<file path="src/rtl/sccb_target_responder_pkg.sv">
// Shared SCCB responder definitions: FSM encodings, default device ID, bus ACK level
// and the ID comparison helper used by the responder and its test environment.
package sccb_target_responder_pkg;

  localparam logic [7:0] SCCB_DEFAULT_ID = 8'h42;
  localparam logic       SCCB_ACK_LEVEL  = 1'b0;

  localparam logic [3:0] ST_IDLE      = 4'd0;
  localparam logic [3:0] ST_ID        = 4'd1;
  localparam logic [3:0] ST_ID_ACK    = 4'd2;
  localparam logic [3:0] ST_SUB       = 4'd3;
  localparam logic [3:0] ST_SUB_ACK   = 4'd4;
  localparam logic [3:0] ST_WDATA     = 4'd5;
  localparam logic [3:0] ST_WDATA_ACK = 4'd6;
  localparam logic [3:0] ST_RDATA     = 4'd7;
  localparam logic [3:0] ST_RD_NA     = 4'd8;
  localparam logic [3:0] ST_IGNORE    = 4'd9;

  typedef struct packed {
    logic [7:0] addr;
    logic [7:0] data;
  } sccb_wr_t;

  // The R/W bit (bit 0) never takes part in the address match.
  function automatic logic sccb_id_match(input logic [7:0] id, input logic [7:0] dev);
    return (id | 8'h01) == (dev | 8'h01);
  endfunction

endpackage

</file>
<file path="src/rtl/sccb_target_responder_if.sv">
// SCCB pad signals plus the external register port of the responder.
interface sccb_target_responder_if;

  logic       sio_c;
  logic       sio_d_in;
  logic       sio_d_oe;
  logic       reg_we;
  logic [7:0] reg_waddr;
  logic [7:0] reg_wdata;
  logic [7:0] reg_raddr;
  logic [7:0] reg_rdata;
  logic       busy;
  logic       txn_done;

  modport slave (
    input  sio_c,
    input  sio_d_in,
    input  reg_rdata,
    output sio_d_oe,
    output reg_we,
    output reg_waddr,
    output reg_wdata,
    output reg_raddr,
    output busy,
    output txn_done
  );

  modport master (
    output sio_c,
    output sio_d_in,
    output reg_rdata,
    input  sio_d_oe,
    input  reg_we,
    input  reg_waddr,
    input  reg_wdata,
    input  reg_raddr,
    input  busy,
    input  txn_done
  );

endinterface

</file>
<file path="src/rtl/sccb_target_responder_line_sync.sv">
// Synchronises the asynchronous SIO_C/SIO_D lines into PCLK and derives the
// SCL edge strobes plus START/STOP conditions from the synchronised levels.
module sccb_target_responder_line_sync #(
  parameter int SYNC_STAGES = 2
) (
  input  logic PCLK,
  input  logic PRESETN,
  input  logic i_scl,
  input  logic i_sda,
  output logic o_scl_rise,
  output logic o_scl_fall,
  output logic o_start,
  output logic o_stop,
  output logic o_sda
);

  logic [SYNC_STAGES-1:0] r_scl_sync;
  logic [SYNC_STAGES-1:0] r_sda_sync;
  logic                   r_scl_d;
  logic                   r_sda_d;
  logic                   w_scl;
  logic                   w_sda;

  // Idle bus is pulled high, so the chains reset to 1 to avoid a false edge.
  always_ff @(posedge PCLK or negedge PRESETN) begin
    if (!PRESETN) begin
      r_scl_sync <= {SYNC_STAGES{1'b1}};
      r_sda_sync <= {SYNC_STAGES{1'b1}};
      r_scl_d    <= 1'b1;
      r_sda_d    <= 1'b1;
    end else begin
      r_scl_sync <= {r_scl_sync[SYNC_STAGES-2:0], i_scl};
      r_sda_sync <= {r_sda_sync[SYNC_STAGES-2:0], i_sda};
      r_scl_d    <= w_scl;
      r_sda_d    <= w_sda;
    end
  end

  assign w_scl = r_scl_sync[SYNC_STAGES-1];
  assign w_sda = r_sda_sync[SYNC_STAGES-1];

  assign o_scl_rise = w_scl & ~r_scl_d;
  assign o_scl_fall = ~w_scl & r_scl_d;
  assign o_start    = w_scl & r_scl_d & r_sda_d & ~w_sda;
  assign o_stop     = w_scl & r_scl_d & ~r_sda_d & w_sda;
  assign o_sda      = w_sda;

endmodule

</file>
<file path="src/rtl/sccb_target_responder.sv">
// SCCB target responder: decodes 3-phase/2-phase writes and 2-phase reads, drives
// ACK and read data open-drain, and talks to external register storage.
module sccb_target_responder
  import sccb_target_responder_pkg::*;
#(
  parameter logic [7:0] DEVICE_ID   = SCCB_DEFAULT_ID,
  parameter int         SYNC_STAGES = 2,
  parameter bit         ACK_EN      = 1'b1
) (
  input logic                    PCLK,
  input logic                    PRESETN,
  sccb_target_responder_if.slave io_sccb
);

  localparam logic LP_ACK_OE = ACK_EN && (SCCB_ACK_LEVEL == 1'b0);

  logic       w_scl_rise;
  logic       w_scl_fall;
  logic       w_start;
  logic       w_stop;
  logic       w_sda;
  logic [7:0] w_byte;

  logic [3:0] r_state;
  logic [2:0] r_bit_cnt;
  logic [7:0] r_shift;
  logic [7:0] r_tx;
  logic [7:0] r_sub_addr;
  sccb_wr_t   r_wr;
  logic       r_we;
  logic       r_oe;
  logic       r_busy;
  logic       r_txn_done;
  logic       r_rd;
  logic       r_ack_hold;

  sccb_target_responder_line_sync #(
    .SYNC_STAGES (SYNC_STAGES)
  ) u_line_sync (
    .PCLK       (PCLK),
    .PRESETN    (PRESETN),
    .i_scl      (io_sccb.sio_c),
    .i_sda      (io_sccb.sio_d_in),
    .o_scl_rise (w_scl_rise),
    .o_scl_fall (w_scl_fall),
    .o_start    (w_start),
    .o_stop     (w_stop),
    .o_sda      (w_sda)
  );

  assign w_byte = {r_shift[6:0], w_sda};

  // Bus conditions outrank SCL edges; bits are taken on rise, target bits change on fall.
  always_ff @(posedge PCLK or negedge PRESETN) begin
    if (!PRESETN) begin
      r_state    <= ST_IDLE;
      r_bit_cnt  <= 3'd0;
      r_shift    <= 8'h00;
      r_tx       <= 8'h00;
      r_sub_addr <= 8'h00;
      r_wr       <= 16'h0000;
      r_we       <= 1'b0;
      r_oe       <= 1'b0;
      r_busy     <= 1'b0;
      r_txn_done <= 1'b0;
      r_rd       <= 1'b0;
      r_ack_hold <= 1'b0;
    end else begin
      r_we       <= 1'b0;
      r_txn_done <= 1'b0;
      if (w_stop) begin
        r_state    <= ST_IDLE;
        r_oe       <= 1'b0;
        r_busy     <= 1'b0;
        r_txn_done <= r_busy;
        r_ack_hold <= 1'b0;
      end else if (w_start) begin
        r_state    <= ST_ID;
        r_bit_cnt  <= 3'd0;
        r_oe       <= 1'b0;
        r_ack_hold <= 1'b0;
      end else if (w_scl_rise) begin
        case (r_state)
          ST_ID, ST_SUB, ST_WDATA: begin
            r_shift   <= w_byte;
            r_bit_cnt <= r_bit_cnt + 3'd1;
            if (r_bit_cnt == 3'd7) begin
              case (r_state)
                ST_ID: begin
                  if (sccb_id_match(w_byte, DEVICE_ID)) begin
                    r_busy  <= 1'b1;
                    r_rd    <= w_byte[0];
                    r_state <= ST_ID_ACK;
                  end else begin
                    r_state <= ST_IGNORE;
                  end
                end
                ST_SUB: begin
                  r_sub_addr <= w_byte;
                  r_state    <= ST_SUB_ACK;
                end
                default: begin
                  r_wr    <= {r_sub_addr, w_byte};
                  r_we    <= 1'b1;
                  r_state <= ST_WDATA_ACK;
                end
              endcase
            end
          end
          ST_RD_NA: begin
            r_state <= ST_IGNORE;
          end
          default: begin
            r_state <= r_state;
          end
        endcase
      end else if (w_scl_fall) begin
        case (r_state)
          ST_ID_ACK, ST_SUB_ACK, ST_WDATA_ACK: begin
            if (!r_ack_hold) begin
              r_oe       <= LP_ACK_OE;
              r_ack_hold <= 1'b1;
            end else begin
              r_ack_hold <= 1'b0;
              r_bit_cnt  <= 3'd0;
              case (r_state)
                ST_ID_ACK: begin
                  if (r_rd) begin
                    // First read bit goes out on the same edge that ends the ACK slot.
                    r_tx    <= {io_sccb.reg_rdata[6:0], 1'b0};
                    r_oe    <= ~io_sccb.reg_rdata[7];
                    r_state <= ST_RDATA;
                  end else begin
                    r_oe    <= 1'b0;
                    r_state <= ST_SUB;
                  end
                end
                ST_SUB_ACK: begin
                  r_oe    <= 1'b0;
                  r_state <= ST_WDATA;
                end
                default: begin
                  r_oe    <= 1'b0;
                  r_state <= ST_IGNORE;
                end
              endcase
            end
          end
          ST_RDATA: begin
            if (r_bit_cnt == 3'd7) begin
              r_oe    <= 1'b0;
              r_state <= ST_RD_NA;
            end else begin
              r_oe      <= ~r_tx[7];
              r_tx      <= {r_tx[6:0], 1'b0};
              r_bit_cnt <= r_bit_cnt + 3'd1;
            end
          end
          default: begin
            r_state <= r_state;
          end
        endcase
      end else begin
        r_state <= r_state;
      end
    end
  end

  assign io_sccb.sio_d_oe  = r_oe;
  assign io_sccb.reg_we    = r_we;
  assign io_sccb.reg_waddr = r_wr.addr;
  assign io_sccb.reg_wdata = r_wr.data;
  assign io_sccb.reg_raddr = r_sub_addr;
  assign io_sccb.busy      = r_busy;
  assign io_sccb.txn_done  = r_txn_done;

endmodule

</file>
<file path="src/flat_wrapper.sv">
// flat-port wrapper written by rule: the top's interface ports become plain ports
module sccb_target_responder_flat import sccb_target_responder_pkg::*;
#(
  parameter logic [7:0] DEVICE_ID   = SCCB_DEFAULT_ID,
  parameter int         SYNC_STAGES = 2,
  parameter bit         ACK_EN      = 1'b1
)
  (PCLK, PRESETN, io_sccb_sio_c, io_sccb_sio_d_in, io_sccb_reg_rdata, io_sccb_sio_d_oe, io_sccb_reg_we, io_sccb_reg_waddr, io_sccb_reg_wdata, io_sccb_reg_raddr, io_sccb_busy, io_sccb_txn_done);
  sccb_target_responder_if io_sccb_i ();
  input logic PCLK;
  input logic PRESETN;
  input wire logic [$bits(io_sccb_i.sio_c)-1:0] io_sccb_sio_c;
  input wire logic [$bits(io_sccb_i.sio_d_in)-1:0] io_sccb_sio_d_in;
  input wire logic [$bits(io_sccb_i.reg_rdata)-1:0] io_sccb_reg_rdata;
  output wire logic [$bits(io_sccb_i.sio_d_oe)-1:0] io_sccb_sio_d_oe;
  output wire logic [$bits(io_sccb_i.reg_we)-1:0] io_sccb_reg_we;
  output wire logic [$bits(io_sccb_i.reg_waddr)-1:0] io_sccb_reg_waddr;
  output wire logic [$bits(io_sccb_i.reg_wdata)-1:0] io_sccb_reg_wdata;
  output wire logic [$bits(io_sccb_i.reg_raddr)-1:0] io_sccb_reg_raddr;
  output wire logic [$bits(io_sccb_i.busy)-1:0] io_sccb_busy;
  output wire logic [$bits(io_sccb_i.txn_done)-1:0] io_sccb_txn_done;
  assign io_sccb_i.sio_c = io_sccb_sio_c;
  assign io_sccb_i.sio_d_in = io_sccb_sio_d_in;
  assign io_sccb_i.reg_rdata = io_sccb_reg_rdata;
  assign io_sccb_sio_d_oe = io_sccb_i.sio_d_oe;
  assign io_sccb_reg_we = io_sccb_i.reg_we;
  assign io_sccb_reg_waddr = io_sccb_i.reg_waddr;
  assign io_sccb_reg_wdata = io_sccb_i.reg_wdata;
  assign io_sccb_reg_raddr = io_sccb_i.reg_raddr;
  assign io_sccb_busy = io_sccb_i.busy;
  assign io_sccb_txn_done = io_sccb_i.txn_done;
  sccb_target_responder #(.DEVICE_ID(DEVICE_ID), .SYNC_STAGES(SYNC_STAGES), .ACK_EN(ACK_EN)) u_core (.PCLK(PCLK), .PRESETN(PRESETN), .io_sccb(io_sccb_i));
endmodule
</file>
<file path="config.mk">
export PLATFORM = sky130hd
export DESIGN_NAME = sccb_target_responder_flat
export DESIGN_NICKNAME = d
export VERILOG_FILES = /design/src/rtl/sccb_target_responder_pkg.sv /design/src/rtl/sccb_target_responder_if.sv /design/src/rtl/sccb_target_responder_line_sync.sv /design/src/rtl/sccb_target_responder.sv /design/src/flat_wrapper.sv
export SDC_FILE = /design/constraint.sdc
export NUM_CORES = 1
export LEC_CHECK = 0
export ABC_AREA = 0
export CORE_MARGIN = 4
export CORE_UTILIZATION = 45
export CTS_BUF_LIST = sky130_fd_sc_hd__clkbuf_16
export DETAILED_ROUTE_END_ITERATION = 10
export PLACE_DENSITY = 0.72
export SETUP_SLACK_MARGIN = 0.3
export SYNTH_ARGS = -nofsm -noshare
export SYNTH_HDL_FRONTEND = slang
export SYNTH_SLANG_ARGS = --single-unit
</file>
<file path="constraint.sdc">
create_clock -name PCLK -period 4.52 [get_ports PCLK]
set_input_delay 0.904 -clock PCLK [delete_from_list [all_inputs] [get_ports PCLK]]
set_output_delay 0.904 -clock PCLK [all_outputs]
set_load 0.05 [all_outputs]
</file>
Word-level counts from Yosys, hierarchy flattened
Cells that the tools add are included.

word-level totals
  bits in registers = 58
  input bits = 12
  logic and storage cells = 138

cells by class
  add/sub/neg operators = 1
  equality and inequality tests = 23
  muxes and demuxes = 54
  bitwise gates (word level) = 17
  reductions and logical operators = 26

operators by type and width
  operator            number
  $mux 4              8
  $mux 8              4
  $pmux 4 s2          4
  $reduce_and 6->1    5
  $mux 1              28
  $mux 3              7
  $eq 4x3->1 const B  4
  $pmux 8 s2          1
  $ne 5x4->1 const B  3
  $reduce_bool 2->1   6
  $reduce_bool 4->1   3
  $not 1->1           10
  $reduce_and 9->1    1
  $reduce_bool 3->1   3
  $eq 4x2->1 const B  2
  $ne 2x1->1 const B  4
  $and 1x1->1         7
  $eq 7x6->1 const B  1
  $reduce_and 7->1    1
  $ne 3x1->1 const B  2
  $pmux 3 s2          1
  $reduce_and 3->1    2
  $reduce_or 3->1     2
  $ne 5x1->1 const B  1
  11 further kinds    11

Logic depth before layout (Yosys ltp)
Gate-level depths: netlist of the first run.

  word-level depth = 9
  gate-level depth with buffers = 8
  gate-level depth less buffers = 7

By module
A second synthesis of the first run with hierarchy kept.

unflattened totals
  cells, all modules = 221
  area, all modules = 2698.8 µm²

by module, submodules not included
  module                           instances  cells each  area each (µm²)  seq. area each (µm²)
  sccb_target_responder            1          211         2508.7           1276.2
  sccb_target_responder_line_sync  1          10          190.2            157.7

Worst setup path after synthesis of the first run
OpenSTA, ideal clock, no wires.

  kind = register to register
  start = reg u_core.u_line_sync.r_scl_sync[1]
  end = reg u_core.r_rd
  setup time = 128 ps
  data arrival time = 2064 ps
  slack = 2329 ps
  stages on the path, launching flop included = 7
  path buffers = 1
  period minus slack after synthesis = 2191 ps
  path through = dfstp_2 ha_1 clkbuf_1 clkinv_1 or3_4 nor2_1 mux2_1

between the ends
  cells in the longest elaborated chain, start to end = 5
  elaborated cells on any way between the ends = 9
  those cells by class = bitwise: 8; reduce/logical: 1

RTL lines
  element                                             RTL line                                                                      text
  start: declaration                                  sccb_target_responder_line_sync.sv:17                                         logic [SYNC_STAGES-1:0] r_scl_sync;
  start signal: assignment                            sccb_target_responder_line_sync.sv:27                                         r_scl_sync <= {SYNC_STAGES{1'b1}};
  start signal: assignment                            sccb_target_responder_line_sync.sv:32                                         r_scl_sync <= {r_scl_sync[SYNC_STAGES-2:0], i_scl};
  $and 1x1->1                                         sccb_target_responder_line_sync.sv:44, sccb_target_responder_line_sync.sv:45
  $and 1x1->1, on equally long branches (2 in a row)  sccb_target_responder_line_sync.sv:45, sccb_target_responder_line_sync.sv:44
  $not 1->1 (no line)                                 n/a
  $reduce_and 7->1 (no line) *                        n/a
  end signal: assignment                              sccb_target_responder.sv:92                                                   r_rd <= w_byte[0];
  end: declaration                                    sccb_target_responder.sv:34                                                   logic r_rd;

Mark *: on every way between the ends. The rest lies on a longest branch, timed or not.
A chain may end at the register's enable or synchronous reset.

Worst setup path in the final report of the first run
  start = reg u_core.r_busy, in the netlist u_core.io_sccb.busy
  end = out io_sccb_busy

RTL lines
  element                   RTL line                     text
  start: declaration        sccb_target_responder.sv:32  logic r_busy;
  start signal: assignment  sccb_target_responder.sv:64  r_busy <= 1'b0;
  start signal: assignment  sccb_target_responder.sv:74  r_busy <= 1'b0;
  start signal: assignment  sccb_target_responder.sv:91  r_busy <= 1'b1;
  end: declaration          flat_wrapper.sv:20           output wire logic [$bits(io_sccb_i.busy)-1:0] io_sccb_busy;

No word-level cell between the ends.

==> flow_summary_export.csv, run 1 <==
group,metric,value,unit
status,status,"finished clean",
timing,max_freq,412,MHz
timing,finalSetupViolCount,0,
critical_path,crit_type,"reg2out",
clock_tree,insertion_delay,0.32,ns
clock_tree,h-tree-depth,3,
power_and_ir_drop,power_frac_clock,38.2,%
grt,gr-total-overflow,0,
power_and_ir_drop,switchingPower,475,uW
timing,finalHoldViolCount,0,
floorplan,dieArea,7540,um^2
logic_synthesis,synth_cell_type_count,51,
timing,slew_violations,0,
timing,min_period_over_period,53.7,%
clock_tree,clockRootBuffer,"clkbuf_16",
routing,drt-wirelength-per-cell,15.7,um
routing,dr.max_layer_used,"met4",
clock_tree,cts_num_sinks,57,
logic_synthesis,synthFlopType,"dfrtp_1",
critical_path,cp_max_fo,3,
clock_tree,cts.path.max_buffers,2,
power_and_ir_drop,power_density,472,nW/um^2
grt,grt_pass1_wl,9080,um
grt,first_global_vias,1810,
cells_and_area,multi_input_area,1250,um^2
grt,antenna_found_initial,0,
grt,gr-usage-all-layers,16.0,%
critical_path,critical_path.cell_chain,"clkdlybuf4s50_1",
flow_run,drv_cap,0,
clock_tree,cts_buffers,9,
critical_path,cpMaxStageDelayCell,"clkdlybuf4s50_1",
power_and_ir_drop,p_int,1.17,mW
clock_tree,cts_hold_buf,0,
routing,wl_met2,2360,um
placed_design,place.detailed.hpwl,3610,um
routing,wl_met1,2490,um
floorplan,die_x,86.9,um
routing,route.met3.wl,297,um
cells_and_area,nNetsFinal,274,
power_and_ir_drop,p_sw_share,28.9,%
critical_path,crit_buf_inv,1,
cells_and_area,syn2layout_area_growth,24.3,%
timing,setup_tns,0,ns
floorplan,io_pins,40,
placed_design,port_buffers,39,
logic_synthesis,syn_avg_cell_area,12.9,um^2
cells_and_area,finalInstanceArea,3480,um^2
critical_path,start_kind,"flip-flop",
logic_synthesis,synth_top_area_cell,"dfrtp_1",
logic_synthesis,synth_area,2800,um^2
timing,min_period,2.43,ns
critical_path,critical-path-top-delay-family,"buffers and inverters",
logic_synthesis,yosysMostFrequentCell,"dfrtp_1",
power_and_ir_drop,peakVddDrop,326,uV
critical_path,cp-end-kind,"output port",
critical_path,worstPathRequired,3.62,ns
critical_path,critPathMaxStageDelay,0.82,ns
placed_design,gp_congestion,0.916,
worst_hold_path,hold_class,"reg2reg",
clock_tree,post_cts_buffers,0,
placed_design,placed_area,3200,um^2
power_and_ir_drop,pwr-share-comb,18.9,%
timing,maxSlewHeadroom,38.9,%
logic_synthesis,ys_seq_area_share,51.3,%
timing,worst_pin_slew,0.917,ns
routing,drc,0,
floorplan,initial_core_util,46.7,%
power_and_ir_drop,leakagePower,1.67,nW
floorplan,core_area,5990,um^2
routing,drt-pass1-iter-count,4,
logic_synthesis,synth_edf_count,0,
logic_synthesis,synthTopCellsByArea,"dfrtp_1, mux2_4, mux2_1, dfstp_2, ha_1",
cells_and_area,insertedDiodeCount,0,
logic_synthesis,syn_inst,217,
power_and_ir_drop,seq_power_share,42.9,%
logic_synthesis,synthArstFlopShare,100,%
clock_tree,cts_tree,"yes",
clock_tree,path_clk_slew,0.05,ns
cells_and_area,postLayoutCoreUtil,58.1,%
timing,skew,0.00361,ns
grt,grt_max_degree,58,
cells_and_area,regArea,1430,um^2
clock_tree,post_cts_resized,0,
cells_and_area,num-fill-cells,474,
routing,drtIter0Drc,113,
logic_synthesis,ys_ff_latch,57,
routing,wl,5250,um
power_and_ir_drop,power,1.64,mW
logic_synthesis,yosys.area.top_type_share,45.6,%
routing,viasPerCell,5.40,
critical_path,crit_arrival,1.52,ns
logic_synthesis,yosysWarnings,0,
floorplan,rows,28,
floorplan,die_h,86.9,um
logic_synthesis,syn_nets,235,
routing,antenna_left,0,
timing,rsz0062_at_grt,"false",
routing,vias,1810,
logic_synthesis,yosys-top-cells-count,"dfrtp_1, mux2_4, mux2_1",
cells_and_area,drive_above_1_share,22.3,%
-- per-stage QoR --
step / worst slack, ns / instances / hold slack (ns)
after CTS: 2.08 / 335 / 0.354
after floorplan: 2.33 / 217 / 0.345
final: 2.09 / 335 / 0.353
after detailed placement: 2.13 / 320 / 0.347
after global routing: 1.98 / 335 / 0.363
after global placement: 2.18 / 320 / 0.346
-- cells by family (layout without fill, tap and decap cells) --
| group | Yosys count | after routing | share of synthesized area [%] |
|---|---|---|---|
| buf+inv | 19 | 62 | 3.89 |
| compound gates | 34 | 34 | 7.69 |
| flops | 57 | 57 | 51.3 |
| mux | 49 | 49 | 22.7 |
| simple gates | 51 | 51 | 11.2 |
| fa+ha+maj | 6 | 6 | 2.68 |
| xor+xnor | 1 | 1 | 0.582 |
-- cell usage in the layout, fill, tap and decap left out, types with 8 or more instances in the layout --
cell,instances
dfrtp_1,51
clkdlybuf4s50_1,38
mux2_4,23
mux2_1,18
o21ai_0,11
nand2_1,10
clkbuf_16,9
a21oi_1,8
-- path summary, 6_finish.rpt --
| kind | from | cells past startpoint | slack, ns | endpoint |
|---|---|---|---|---|
| min reg2reg | u_core.u_line_sync.r_sda_sync[0] | 0 | 0.35 | u_core.u_line_sync.r_sda_sync[1] |
| max reg2reg | u_core.r_bit_cnt[0] | 5 | 2.12 | u_core.io_sccb.reg_wdata[0] |
| min in group asynchronous | PRESETN | 2 | 0.70 | u_core.io_sccb.reg_waddr[4] |
| max | u_core.io_sccb.busy | 1 | 2.09 | io_sccb_busy |
| max in group asynchronous | PRESETN | 2 | 3.34 | u_core.io_sccb.reg_wdata[1] |
| min | u_core.u_line_sync.r_sda_sync[0] | 0 | 0.35 | u_core.u_line_sync.r_sda_sync[1] |
-- registers in the layout (all words and copies together) (netlist names), 2 cells and up --
| name | flops |
|---|---|
| u_core.io_sccb.reg_raddr | 8 |
| u_core.io_sccb.reg_waddr | 8 |
| u_core.io_sccb.reg_wdata | 8 |
| u_core.r_shift | 7 |
| u_core.r_tx | 7 |
| u_core.r_state | 4 |
| u_core.r_bit_cnt | 3 |
| u_core.u_line_sync.r_scl_sync | 2 |
| u_core.u_line_sync.r_sda_sync | 2 |
-- cell type report --
cell class                      instances  area share (%)
Clock buffer                            9            6.47
Multi-Input combinational cell        141            36.1
Tap cell                               75            2.70
Inverter                                7           0.755
Clock inverter                          6            1.47
Timing Repair Buffer                   40            11.3
Sequential cell                        57            41.2
-- power by group through the flow --
stage	Combinational (mW)	Clock [mW]	Sequential, mW
global route	0.339	0.669	0.720
floorplan	0.269	0	0.663
CTS	0.311	0.644	0.702
global placement	0.303	0	0.709
finish	0.310	0.628	0.704
detailed placement	0.309	0	0.707
-- layer usage --
layer,up-vias,GRT usage [%]
met1,896,21.4
met3,9,5.20
met4,0,7.22
met5,-,0
met2,49,23.6
li1,856,-
Note: power is estimated with default switching activity, not from simulation.
==> run 2: changes to the inputs <==
- clock period: 4.52 -> 2.5 ns (I/O delays scaled with it)
==> flow_summary_export.csv, run 2 (synthesized netlist as in run 1, its figures left out) <==
group,metric,value,unit
placed_design,port_buffers,39,
timing,max_freq,470,MHz
clock_tree,insertion_delay,0.31,ns
grt,first_global_vias,1874,
routing,drtIter0Drc,260,
routing,drt-pass1-iter-count,4,
floorplan,rows,28,
routing,vias,1804,
timing,finalSetupViolCount,0,
grt,gr-total-overflow,0,
clock_tree,clockRootBuffer,"clkbuf_16",
floorplan,io_pins,40,
routing,viasPerCell,5.24,
floorplan,die_x,86.9,um
critical_path,crit_type,"reg2reg",
critical_path,cp-end-kind,"flip-flop",
critical_path,crit_arrival,2.32,ns
routing,antenna_left,0,
critical_path,start_kind,"flip-flop",
power_and_ir_drop,power_density,820,nW/um^2
timing,worst_pin_slew,0.538,ns
power_and_ir_drop,power,2.89,mW
power_and_ir_drop,leakagePower,1.70,nW
floorplan,die_h,86.9,um
grt,antenna_found_initial,0,
power_and_ir_drop,peakVddDrop,528,uV
cells_and_area,finalInstanceArea,3530,um^2
critical_path,cp_max_fo,7,
routing,drt-wirelength-per-cell,15.7,um
placed_design,dp.cells,324,
cells_and_area,postLayoutCoreUtil,58.9,%
cells_and_area,final_common_cell,"dfrtp_1",
grt,gr-usage-all-layers,15.8,%
clock_tree,cts_tree,"yes",
clock_tree,cts_buffers,9,
floorplan,initial_core_util,46.7,%
grt,grt_pass1_wl,9340,um
timing,setup_tns,0,ns
cells_and_area,final_cell_count_no_fill,344,
routing,wl,5410,um
timing,min_period,2.13,ns
timing,skew,0.00623,ns
timing,finalHoldViolCount,0,
timing,fin_hold_ws,0.160,ns
cells_and_area,final_cell_mix,"dfrtp_1, clkdlybuf4s50_1, mux2_4",
clock_tree,h-tree-depth,3,
cells_and_area,drive_above_1_share,26.4,%
clock_tree,cts_hold_buf,0,
clock_tree,cts.path.max_buffers,2,
critical_path,critPathMaxStageDelay,0.57,ns
floorplan,core_area,5990,um^2
placed_design,gp_congestion,0.928,
timing,min_period_over_period,85.1,%
cells_and_area,syn2layout_area_growth,26.2,%
placed_design,dp_slack,0.329,ns
timing,rsz0062_at_grt,"false",
timing,maxSlewHeadroom,63.7,%
cells_and_area,nNetsFinal,282,
floorplan,dieArea,7540,um^2
timing,setup_slack,0.372,ns
critical_path,cpMaxStageDelayCell,"or4b_4",
placed_design,place.detailed.hpwl,3870,um
clock_tree,cts_num_sinks,57,
cells_and_area,insertedDiodeCount,0,
placed_design,placed_area,3230,um^2
status,status,"finished clean",
routing,drc,0,
grt,grt_max_degree,25,
critical_path,critical_path.cell_chain,"ha_1, ha_2, or2_1, o21ai_0, or4b_4, mux2_4",
flow_run,drv_cap,0,
clock_tree,path_clk_slew,0.05,ns
worst_hold_path,hold_class,"in2async",
timing,slew_violations,0,
critical_path,r2r.worst_path.cells,6,
critical_path,worstPathRequired,2.69,ns
-- run 2: what timing repair did --
item,4_1_cts,5_1_grt
buffers inserted,0,4
endpoints found under the setup margin,0,12
resized for setup,0,3
-- run 2: final timing paths --
kind / start / to / slack (ns)
hold reg to reg: u_core.u_line_sync.r_sda_sync[0] / u_core.u_line_sync.r_sda_sync[1] / 0.36
setup / recovery: u_core.r_bit_cnt[0] / u_core.r_tx[4] / 0.37
max in group asynchronous: PRESETN / u_core.r_ack_hold / 1.64
hold / removal: PRESETN / u_core.io_sccb.reg_waddr[3] / 0.16
min in group PCLK: u_core.u_line_sync.r_sda_sync[0] / u_core.u_line_sync.r_sda_sync[1] / 0.36
setup reg to reg: u_core.r_bit_cnt[0] / u_core.r_tx[4] / 0.37
-- run 2: per-layer routing --
| metal | track usage [%] | vias up | wire length (um) |
|---|---|---|---|
| li1 | - | 871 | - |
| met4 | 5.81 | 0 | 57 |
| met3 | 4.07 | 7 | 256 |
| met2 | 23.7 | 46 | 2470 |
| met5 | 0 | - | 0 |
| met1 | 22.1 | 880 | 2630 |
-- run 2: layout make-up --
type,instances,area [um^2]
repair buffers,48,453
flip-flops and latches,57,1430
clock buffers,9,225
multi-input cells,141,1260
clock inverters,7,38.8
inverters,7,26.3
fillers,479,2460
well taps,75,93.8
-- run 2: critical path, delay by kind of cell, from the launching register on --
family,cells,cell delay (ns)
flip-flops,1,0.39
multiplexers,1,0.32
adder cells (fa/ha/maj),2,0.41
AND/OR/NAND/NOR,2,0.81
AO/OA/AOI/OAI,1,0.08
-- run 2: where the power goes --
group	switching, mW	leakage, nW	internal [mW]
clock network	0.391	0.132	0.656
logic	0.271	0.816	0.297
registers	0.206	0.752	1.07
==> run 3: changes to the inputs <==
- CAP_MARGIN: not set -> 25
- CTS_CLUSTER_SIZE: not set -> 12
- TNS_END_PERCENT: not set -> 30
==> flow_summary_export.csv, run 3 (synthesized netlist as in run 1, its figures left out) <==
group,metric,value,unit
worst_hold_path,hold_class,"in2async",
critical_path,rrSetupSlack,0.37,ns
critical_path,r2r-end,"u_core.r_tx[4]",
routing,antenna_left,0,
floorplan,io_pins,40,
grt,gr-total-overflow,0,
critical_path,start_kind,"flip-flop",
critical_path,crit_start,"u_core.r_bit_cnt[0]",
timing,max_freq,470,MHz
critical_path,crit_arrival,2.32,ns
power_and_ir_drop,peakVddDrop,527,uV
placed_design,gp_congestion,0.928,
cells_and_area,postLayoutCoreUtil,58.5,%
timing,finalSetupViolCount,0,
clock_tree,h-tree-depth,3,
timing,finalHoldViolCount,0,
critical_path,worstPathRequired,2.69,ns
routing,drtIter0Drc,217,
status,status,"finished clean",
timing,min_period,2.13,ns
timing,rsz0062_at_grt,"true",
timing,setup_tns,0,ns
floorplan,core_area,5990,um^2
timing,maxSlewHeadroom,64.1,%
cells_and_area,final_cell_mix,"dfrtp_1, clkdlybuf4s50_1, mux2_4",
critical_path,r2r.worst_path.cells,6,
critical_path,worstSetupEndpoint,"u_core.r_tx[4]",
power_and_ir_drop,power,2.89,mW
routing,drc,0,
timing,slew_violations,0,
clock_tree,cts.path.max_buffers,2,
grt,antenna_found_initial,0,
floorplan,die_h,86.9,um
floorplan,initial_core_util,46.7,%
critical_path,rr_startpoint,"u_core.r_bit_cnt[0]",
critical_path,cp-end-kind,"flip-flop",
timing,min_period_over_period,85.1,%
clock_tree,clockRootBuffer,"clkbuf_16",
timing,worst_pin_slew,0.532,ns
cells_and_area,final_cell_count_no_fill,341,
routing,drt-wirelength-per-cell,16.0,um
power_and_ir_drop,leakagePower,1.69,nW
grt,grt_pass1_wl,9340,um
cells_and_area,multi_input_area,1260,um^2
cells_and_area,drive_above_1_share,25.6,%
grt,grt_max_degree,25,
power_and_ir_drop,power_density,825,nW/um^2
cells_and_area,final_common_cell,"dfrtp_1",
clock_tree,insertion_delay,0.31,ns
flow_run,drv_cap,0,
cells_and_area,insertedDiodeCount,0,
critical_path,cp_max_fo,7,
cells_and_area,nNetsFinal,279,
routing,wl,5450,um
clock_tree,cts_tree,"yes",
floorplan,dieArea,7540,um^2
routing,vias,1797,
placed_design,dp.cells,324,
floorplan,rows,28,
clock_tree,cts_buffers,9,
timing,skew,0.00644,ns
clock_tree,cts_num_sinks,57,
routing,drt-pass1-iter-count,4,
cells_and_area,syn2layout_area_growth,25.4,%
placed_design,port_buffers,39,
cells_and_area,regArea,1430,um^2
floorplan,die_x,86.9,um
cells_and_area,num-fill-cells,478,
clock_tree,path_clk_slew,0.05,ns
grt,gr-usage-all-layers,15.8,%
critical_path,crit_type,"reg2reg",
placed_design,place.detailed.hpwl,3870,um
grt,first_global_vias,1874,
routing,viasPerCell,5.27,
clock_tree,cts_hold_buf,0,
## run 3: changes by cell type in the layout (fill, tap and decap cells not counted)
cell / before / now
buf_4: 9 / 6
## run 3: repair_timing
item,4_1_cts,5_1_grt
gates resized for setup,0,3
setup endpoints to repair,0,12
setup buffers,0,1
## run 3: cell type report
class / instances / area share [%]
Timing Repair Buffer: 45 / 12.3
Clock inverter: 7 / 1.11
Sequential cell: 57 / 40.9
Multi-Input combinational cell: 141 / 35.9
Tap cell: 75 / 2.68
Inverter: 7 / 0.749
Clock buffer: 9 / 6.42
## run 3: worst min path at each step
stage                                           startpoint                                to  slack, ns  depth (start not counted)
after global placement    u_core.u_line_sync.r_sda_sync[0]  u_core.u_line_sync.r_sda_sync[1]       0.35                          0
after floorplan                                    PRESETN               u_core.io_sccb.busy       0.20                          0
after detailed placement  u_core.u_line_sync.r_sda_sync[0]  u_core.u_line_sync.r_sda_sync[1]       0.35                          0
after CTS                                          PRESETN       u_core.io_sccb.reg_waddr[3]       0.17                          1
after global routing                               PRESETN       u_core.io_sccb.reg_waddr[3]       0.20                          1
final                                              PRESETN       u_core.io_sccb.reg_waddr[3]       0.16                          1
## run 3: layer usage
layer	vias up	share of wire, %	track usage, %
li1	864	-	-
met4	0	1.0	5.81
met1	875	48	22.1
met2	51	45	23.7
met5	-	0	0
met3	7	5.4	4.07
## run 3: stage by stage
stage / worst slack (ns) / hold slack, ns / cell area (um^2)
2_1_floorplan: 0.309 / 0.204 / 2800
3_3_place_gp: 0.377 / 0.346 / 3230
3_5_place_dp: 0.329 / 0.349 / 3230
4_1_cts: 0.327 / 0.171 / 3500
5_1_grt: 0.297 / 0.201 / 3510
6_report: 0.374 / 0.160 / 3510
## run 3: where the power goes
| group | total (mW) | switching [mW] | internal (mW) |
|---|---|---|---|
| combinational | 0.565 | 0.271 | 0.294 |
| sequential | 1.28 | 0.209 | 1.07 |
| clock | 1.05 | 0.392 | 0.656 |
## run 3: worst max-delay path, cell delays in order (launching register included)
cell and delay [ns]:
dfrtp_1 0.39, ha_1 0.21, ha_2 0.20, or2_1 0.24
o21ai_0 0.08, or4b_4 0.57, mux2_4 0.32
